==> src/rtl/alu_pkg.sv <==
// Shared definitions for the registered ALU stage: opcode encodings and default width.
package alu_pkg;

    localparam int WIDTH_DEFAULT = 8;

    typedef enum logic [1:0] {
        OP_ADD = 2'b00,
        OP_SUB = 2'b01,
        OP_AND = 2'b10,
        OP_OR  = 2'b11
    } op_e;

endpackage

==> src/rtl/alu8.sv <==
// Combinational ALU datapath: ADD/SUB/AND/OR with unsigned carry and signed overflow flags.
module alu8
    import alu_pkg::*;
#(
    parameter int WIDTH = WIDTH_DEFAULT
) (
    input  logic [WIDTH-1:0] a,
    input  logic [WIDTH-1:0] b,
    input  logic [1:0]       op,
    output logic [WIDTH-1:0] y,
    output logic             carry,
    output logic             overflow
);

    logic [WIDTH:0] sum;
    logic [WIDTH:0] dif;

    // SUB as A + ~B + 1 so that carry out reads as "no borrow".
    assign sum = {1'b0, a} + {1'b0, b};
    assign dif = {1'b0, a} + {1'b0, ~b} + {{WIDTH{1'b0}}, 1'b1};

    always_comb begin
        y        = '0;
        carry    = 1'b0;
        overflow = 1'b0;
        case (op_e'(op))
            OP_ADD: begin
                y        = sum[WIDTH-1:0];
                carry    = sum[WIDTH];
                overflow = (a[WIDTH-1] == b[WIDTH-1]) && (sum[WIDTH-1] != a[WIDTH-1]);
            end
            OP_SUB: begin
                y        = dif[WIDTH-1:0];
                carry    = dif[WIDTH];
                overflow = (a[WIDTH-1] != b[WIDTH-1]) && (dif[WIDTH-1] != a[WIDTH-1]);
            end
            OP_AND: y = a & b;
            OP_OR:  y = a | b;
            default: begin
                y        = '0;
                carry    = 1'b0;
                overflow = 1'b0;
            end
        endcase
    end

endmodule

==> src/rtl/register_file.sv <==
// Registered ALU stage: one-cycle latency result, operand-1 copy and flags, synchronous reset.
module register_file
    import alu_pkg::*;
#(
    parameter int WIDTH = WIDTH_DEFAULT
) (
    input  logic             clk,
    input  logic             rst,
    input  logic [WIDTH-1:0] inreg1,
    input  logic [WIDTH-1:0] inreg2,
    input  logic [1:0]       opcode,
    output logic [WIDTH-1:0] store_word,
    output logic [WIDTH-1:0] store_inp1,
    output logic             carry_output,
    output logic             overflow_output
);

    logic [WIDTH-1:0] alu_y;
    logic             alu_c;
    logic             alu_v;

    alu8 #(.WIDTH(WIDTH)) u_alu (
        .a        (inreg1),
        .b        (inreg2),
        .op       (opcode),
        .y        (alu_y),
        .carry    (alu_c),
        .overflow (alu_v)
    );

    always_ff @(posedge clk) begin
        if (rst) begin
            store_word      <= '0;
            store_inp1      <= '0;
            carry_output    <= 1'b0;
            overflow_output <= 1'b0;
        end else begin
            store_word      <= alu_y;
            store_inp1      <= inreg1;
            carry_output    <= alu_c;
            overflow_output <= alu_v;
        end
    end

endmodule

==> config.mk <==
export PLATFORM = sky130hd
export DESIGN_NAME = register_file
export DESIGN_NICKNAME = d
export VERILOG_FILES = /design/src/rtl/alu_pkg.sv /design/src/rtl/alu8.sv /design/src/rtl/register_file.sv
export SDC_FILE = /design/constraint.sdc
export NUM_CORES = 1
export LEC_CHECK = 0
export CAP_MARGIN = 40
export CORE_MARGIN = 2
export CORE_UTILIZATION = 45
export DETAILED_ROUTE_END_ITERATION = 6
export GPL_ROUTABILITY_DRIVEN = 0
export PLACE_DENSITY = 0.88
export SYNTH_ARGS = -nofsm -noshare
export SYNTH_HDL_FRONTEND = slang
export SYNTH_SLANG_ARGS = --single-unit
==> constraint.sdc <==
create_clock -name clk -period 1.9 [get_ports clk]
set_input_delay 0.19 -clock clk [delete_from_list [all_inputs] [get_ports clk]]
set_output_delay 0.19 -clock clk [all_outputs]
set_load 0.1 [all_outputs]
# Word-level counts from Yosys, hierarchy flattened
# Cells that the tools add are included.
# W data, S select, Z words.
# word_totals
ff_bits	18
latchBits	0
ram_bits	0
rom_bits	0
input_bits	20
output_inout_bits	18
wordCells	23
n_memories	0
# op_classes
n_addsub	3
mul	0
div	0
n_lt_le_gt_ge	0
eq_ne	7
shift	0
n_mux	3
bitwise	3
n_reduce_logical	3
# op_table
operator	count
$pmux W8 S4	1
$add A8 B8 Y9	2
$add A9 B1 Y9 const B	1
$and A8 B8 Y8	1
$not A8 Y8	1
$or A8 B8 Y8	1
$eq A2 B2 Y1 const B	2
$pmux W1 S2	2
$ne A1 B1 Y1	3
$eq A2 B1 Y1 const B	1
$logic_and A1 B1 Y1	2
$logic_not A2 Y1	1
$eq A1 B1 Y1	1

# Logic depth before layout (Yosys ltp)
# depth
word_depth	6
mapped_depth	9
mapped_depth_nobuf	9

# Modules after synthesis
# From an unflattened synthesis, not the netlist that was laid out.
# unflattened
hier_cells	183
area_unflattened_um2	1594.0
# by_module_without_submodules
module	instances	cells_per_inst	area_per_inst_um2	seq_area_each_um2
alu8	1	146	1104.8	0.0
register_file	1	37	489.2	360.3

# Worst setup path before layout
# No wires, ideal clock.
# synth_timing
path_type	input to register
from	input inreg2[1]
to	register store_word[7]
setup_time_ps	66
arrival_ps	1921
required_ps	1834
slack_ps	-87
cell_stages	7
n_path_buf	0
cell_sequence	inv_1 ha_1 o21ba_2 or4_4 a211o_1 mux2_4 a21oi_2
# synth_via
elab_chain_cells	4
elab_cells_between_ends	5
classes_between	add/sub (3); mux (1); bitwise (1)
# synth_rtl
element	line	source
from (decl)	register_file.sv:10	input logic [WIDTH-1:0] inreg2,
$not A8 Y8	alu8.sv:20	assign dif = {1'b0, a} + {1'b0, ~b} + {{WIDTH{1'b0}}, 1'b1};
$add A8 B8 Y9	alu8.sv:20	
$add A9 B1 Y9	alu8.sv:20	
$pmux W8 S4 *	alu8.sv:26	case (op_e'(op))
to (signal assigned)	register_file.sv:38	store_word <= alu_y;
to (decl)	register_file.sv:12	output logic [WIDTH-1:0] store_word,
# Every way passes the cells marked *; elsewhere a longest branch is shown, timed or not.
# A chain may end at the register's enable or synchronous reset.

# Final worst setup path
# layout_timing
from	input inreg2[0]
to	register carry_output
# layout_via
elab_chain_cells	4
elab_cells_between_ends	5
classes_between	add/sub (3); mux (1); bitwise (1)
# layout_rtl
element	line	source
$not A8 Y8	alu8.sv:20	
$add A8 B8 Y9	alu8.sv:20	
$add A9 B1 Y9	alu8.sv:20	
$pmux W1 S2 *	alu8.sv:26	
to (signal assigned)	register_file.sv:40	carry_output <= alu_c;
to (decl)	register_file.sv:14	output logic carry_output,
# Marked as above.

==> reports/qor.txt <==
Result of the run -> finished clean
Via count of the first global-routing pass -> 1630
Buffers on Ports -> 37
Commonest non-fill, non-tap cells in the layout -> buf_4, nor2_1, ha_1
Layout Utilization -> 0.719
Path type of the worst setup path -> input pin to register
Pre-CTS setup slack -> -633 ps
Unrepaired setup endpoints after global routing -> false
Number of antenna violations at the first check in global routing -> 0
CORE AREA -> 3360 um^2
Clock tree from TritonCTS -> done
Final instance area -> 2420 um^2
DRC viols -> 0
Count of flip-flops with a built-in enable after synthesis -> 0
Time the final worst path needs with I/O delays and setup -> 1860 ps
Floorplan die width -> 63.4 um
Net count after synthesis -> 246
Worst Hold Depth -> 4
Async SR Flop Fraction -> 0
Number of max-cap violations -> 0
Slew of the pin with the lowest slew margin -> 353 ps
Avg WL per Cell -> 13.8 um
Critical Path Source -> inreg2[0]
Post-synthesis to final-layout area growth -> 52.2%
Power density cells -> 549 nW/um^2
Achievable Freq -> 538 MHz
Maximum level of the CTS H-tree -> 1
Endpoint of the worst hold-timing path -> store_inp1[0]
Maximum resistive drop on vdd -> 200 uV
Pin count of the biggest net entering global routing -> 20
Number of instances in the synthesized netlist -> 199
Number of cells in the design after placement -> 318
CTS sink cnt -> 18
Cell at the root of the clock tree -> clkbuf_4
Category of the worst setup path launch point -> input pin
Share of Yosys cell area claimed by the top area cell type -> 0.227
Synthesized area per cell -> 7.99 um^2
Worst Min Path Start -> inreg1[0]
Number of unique standard cell types used by synthesis -> 48
Switching share of power -> 0.432
Drt initial violations -> 158
Count of final max-slew check failures -> 0
Total power -> 1.33 mW
Static Leak -> 1.17 nW
Inserted Clock Buffers -> 3
Library cell occupying the most area in the post-synthesis netlist -> dfxtp_1
Count of TritonRoute iterations in the first routing pass -> 4
Height of the die -> 63.4 um
Cell-internal power -> 0.755 mW
Nets -> 327
Leading cell types by total area after synthesis -> dfxtp_1, ha_1, inv_1
Crit path max fanout -> 2
Relative contribution of sequential cells to total power -> 0.312
Tot GR Track Use -> 0.226
Total standard cell area after synthesis -> 1590 um^2
Wire length of the first global-routing pass -> 7.25 mm
Net switching power of the design -> 0.573 mW
Final setup slack of the worst path -> 41.6 ps
Main flop type after synthesis -> dfxtp_1
Endpoint required time on the critical path -> 2080 ps
DR vias/cell -> 5.27
Cell area reported after detailed placement -> 2300 um^2
Endpoint kind of the worst setup timing path -> register
Die ar. -> 4030 um^2
Number of failing hold endpoints at the final stage -> 0
Number of storage elements in the synthesis netlist -> 18
Logic gate share of total power -> 0.560
Class of the tightest hold or removal check -> input pin to register
Total vias in the final route -> 1707
Clock transition at path regs -> 80 ps
GRT Residual Overflow -> 0
Total negative slack -> 0 ps
Clock group share of total power -> 0.128
Clock Tree Buf Depth -> 2
Routed wire length -> 4.48 mm
Inserted Diodes -> 0
Row cnt -> 21
Tcrit/Tclk final -> 0.978
DRT antenna net count -> 0
Number of fill cells in the layout -> 260
Post-Route Hold Slack -> 300 ps
Final non-filler cell total -> 324
Sequential element share of the synthesized area -> 0.227
Max-slew headroom at the worst pin -> 0.764
Share of final-layout standard cells stronger than drive strength 1 -> 0.374
Final Setup Violations -> 0
Post-DP HPWL -> 3.24 mm
Effective utilization at floorplan -> 0.473
Warning count from the yosys run -> 0
Most common cell after layout, fill and taps aside -> buf_4
Boundary Pins -> 38
Arrival time of the worst setup path -> 2040 ps
==> state kept, by name, summed over array words and instances (netlist names) <==
register         flops
carry_output         1
overflow_output      1
store_inp1           8
store_word           8
==> power groups by stage <==
stage / sequential [mW] / combinational (mW) / clock [mW]
after floorplan: 0.639 / 0.237 / 0
after CTS: 0.414 / 0.705 / 0.169
after detailed placement: 0.423 / 0.691 / 0
after global placement: 0.423 / 0.676 / 0
after global routing: 0.418 / 0.787 / 0.196
final: 0.414 / 0.744 / 0.170
==> cells by family (layout without fill, tap and decap cells) <==
logic type,count (synthesis),after routing,share of synthesized area
XOR/XNOR,3,3,0.0165
multiplexers,6,6,0.0496
AND/OR/NAND/NOR,53,53,0.162
AO/OA/AOI/OAI,52,52,0.223
adder cells (fa/ha/maj),27,27,0.222
buffers and inverters,40,119,0.0999
flip-flops,18,18,0.227
==> how the worst max path moves through the flow <==
stage | cells after the start | to | slack, ps
final | 9 | carry_output | 40
after global routing | 9 | carry_output | 7
after CTS | 8 | store_word[7] | 2
after detailed placement | 8 | store_word[7] | -630
after global placement | 8 | store_word[7] | -600
after floorplan | 7 | store_word[7] | -20
==> synthesized netlist by cell type (2+ instances only) <==
cell,instances
ha_1,25
a211oi_1,5
clkbuf_1,8
nand2_1,8
o21a_1,2
mux2i_1,3
o21ai_0,10
nor3_1,3
inv_1,28
buf_1,2
nor2_1,23
nand3_1,4
nor2b_1,3
o211ai_1,4
fa_1,2
dfxtp_1,18
or2_0,2
a211o_1,3
xor2_1,2
nand3b_1,3
a21oi_1,14
==> critical path, stage by stage <==
cell and delay (ps):
clkdlybuf4s15_1 240, ha_4 160, inv_2 40, fa_2 360, nor3b_4 170, nor3_2 240
o21ai_1 100, a211o_1 300, a31o_2 240
==> per-layer routing <==
metal	part of all wire	vias up	GRT usage
li1	-	835	-
met1	0.44	757	0.286
met2	0.46	98	0.388
met3	0.065	17	0.0179
met4	0.033	0	0.106
met5	0	-	0
==> layout make-up <==
cell class	instances	area (um^2)	share of cell area
clock buffers	3	22.5	0.00931
inverters	28	109	0.0450
multi-input cells	141	1180	0.488
flip-flops and latches	18	360	0.149
well taps	46	57.6	0.0238
repair buffers	88	689	0.285
==> timing repair <==
action	in CTS	in global routing
hold buffers	0	0
resized for setup	28	13
pin swaps	6	8
endpoints found under the setup margin	7	5
setup buffers	2	1
(Power assumes the default switching activity.)
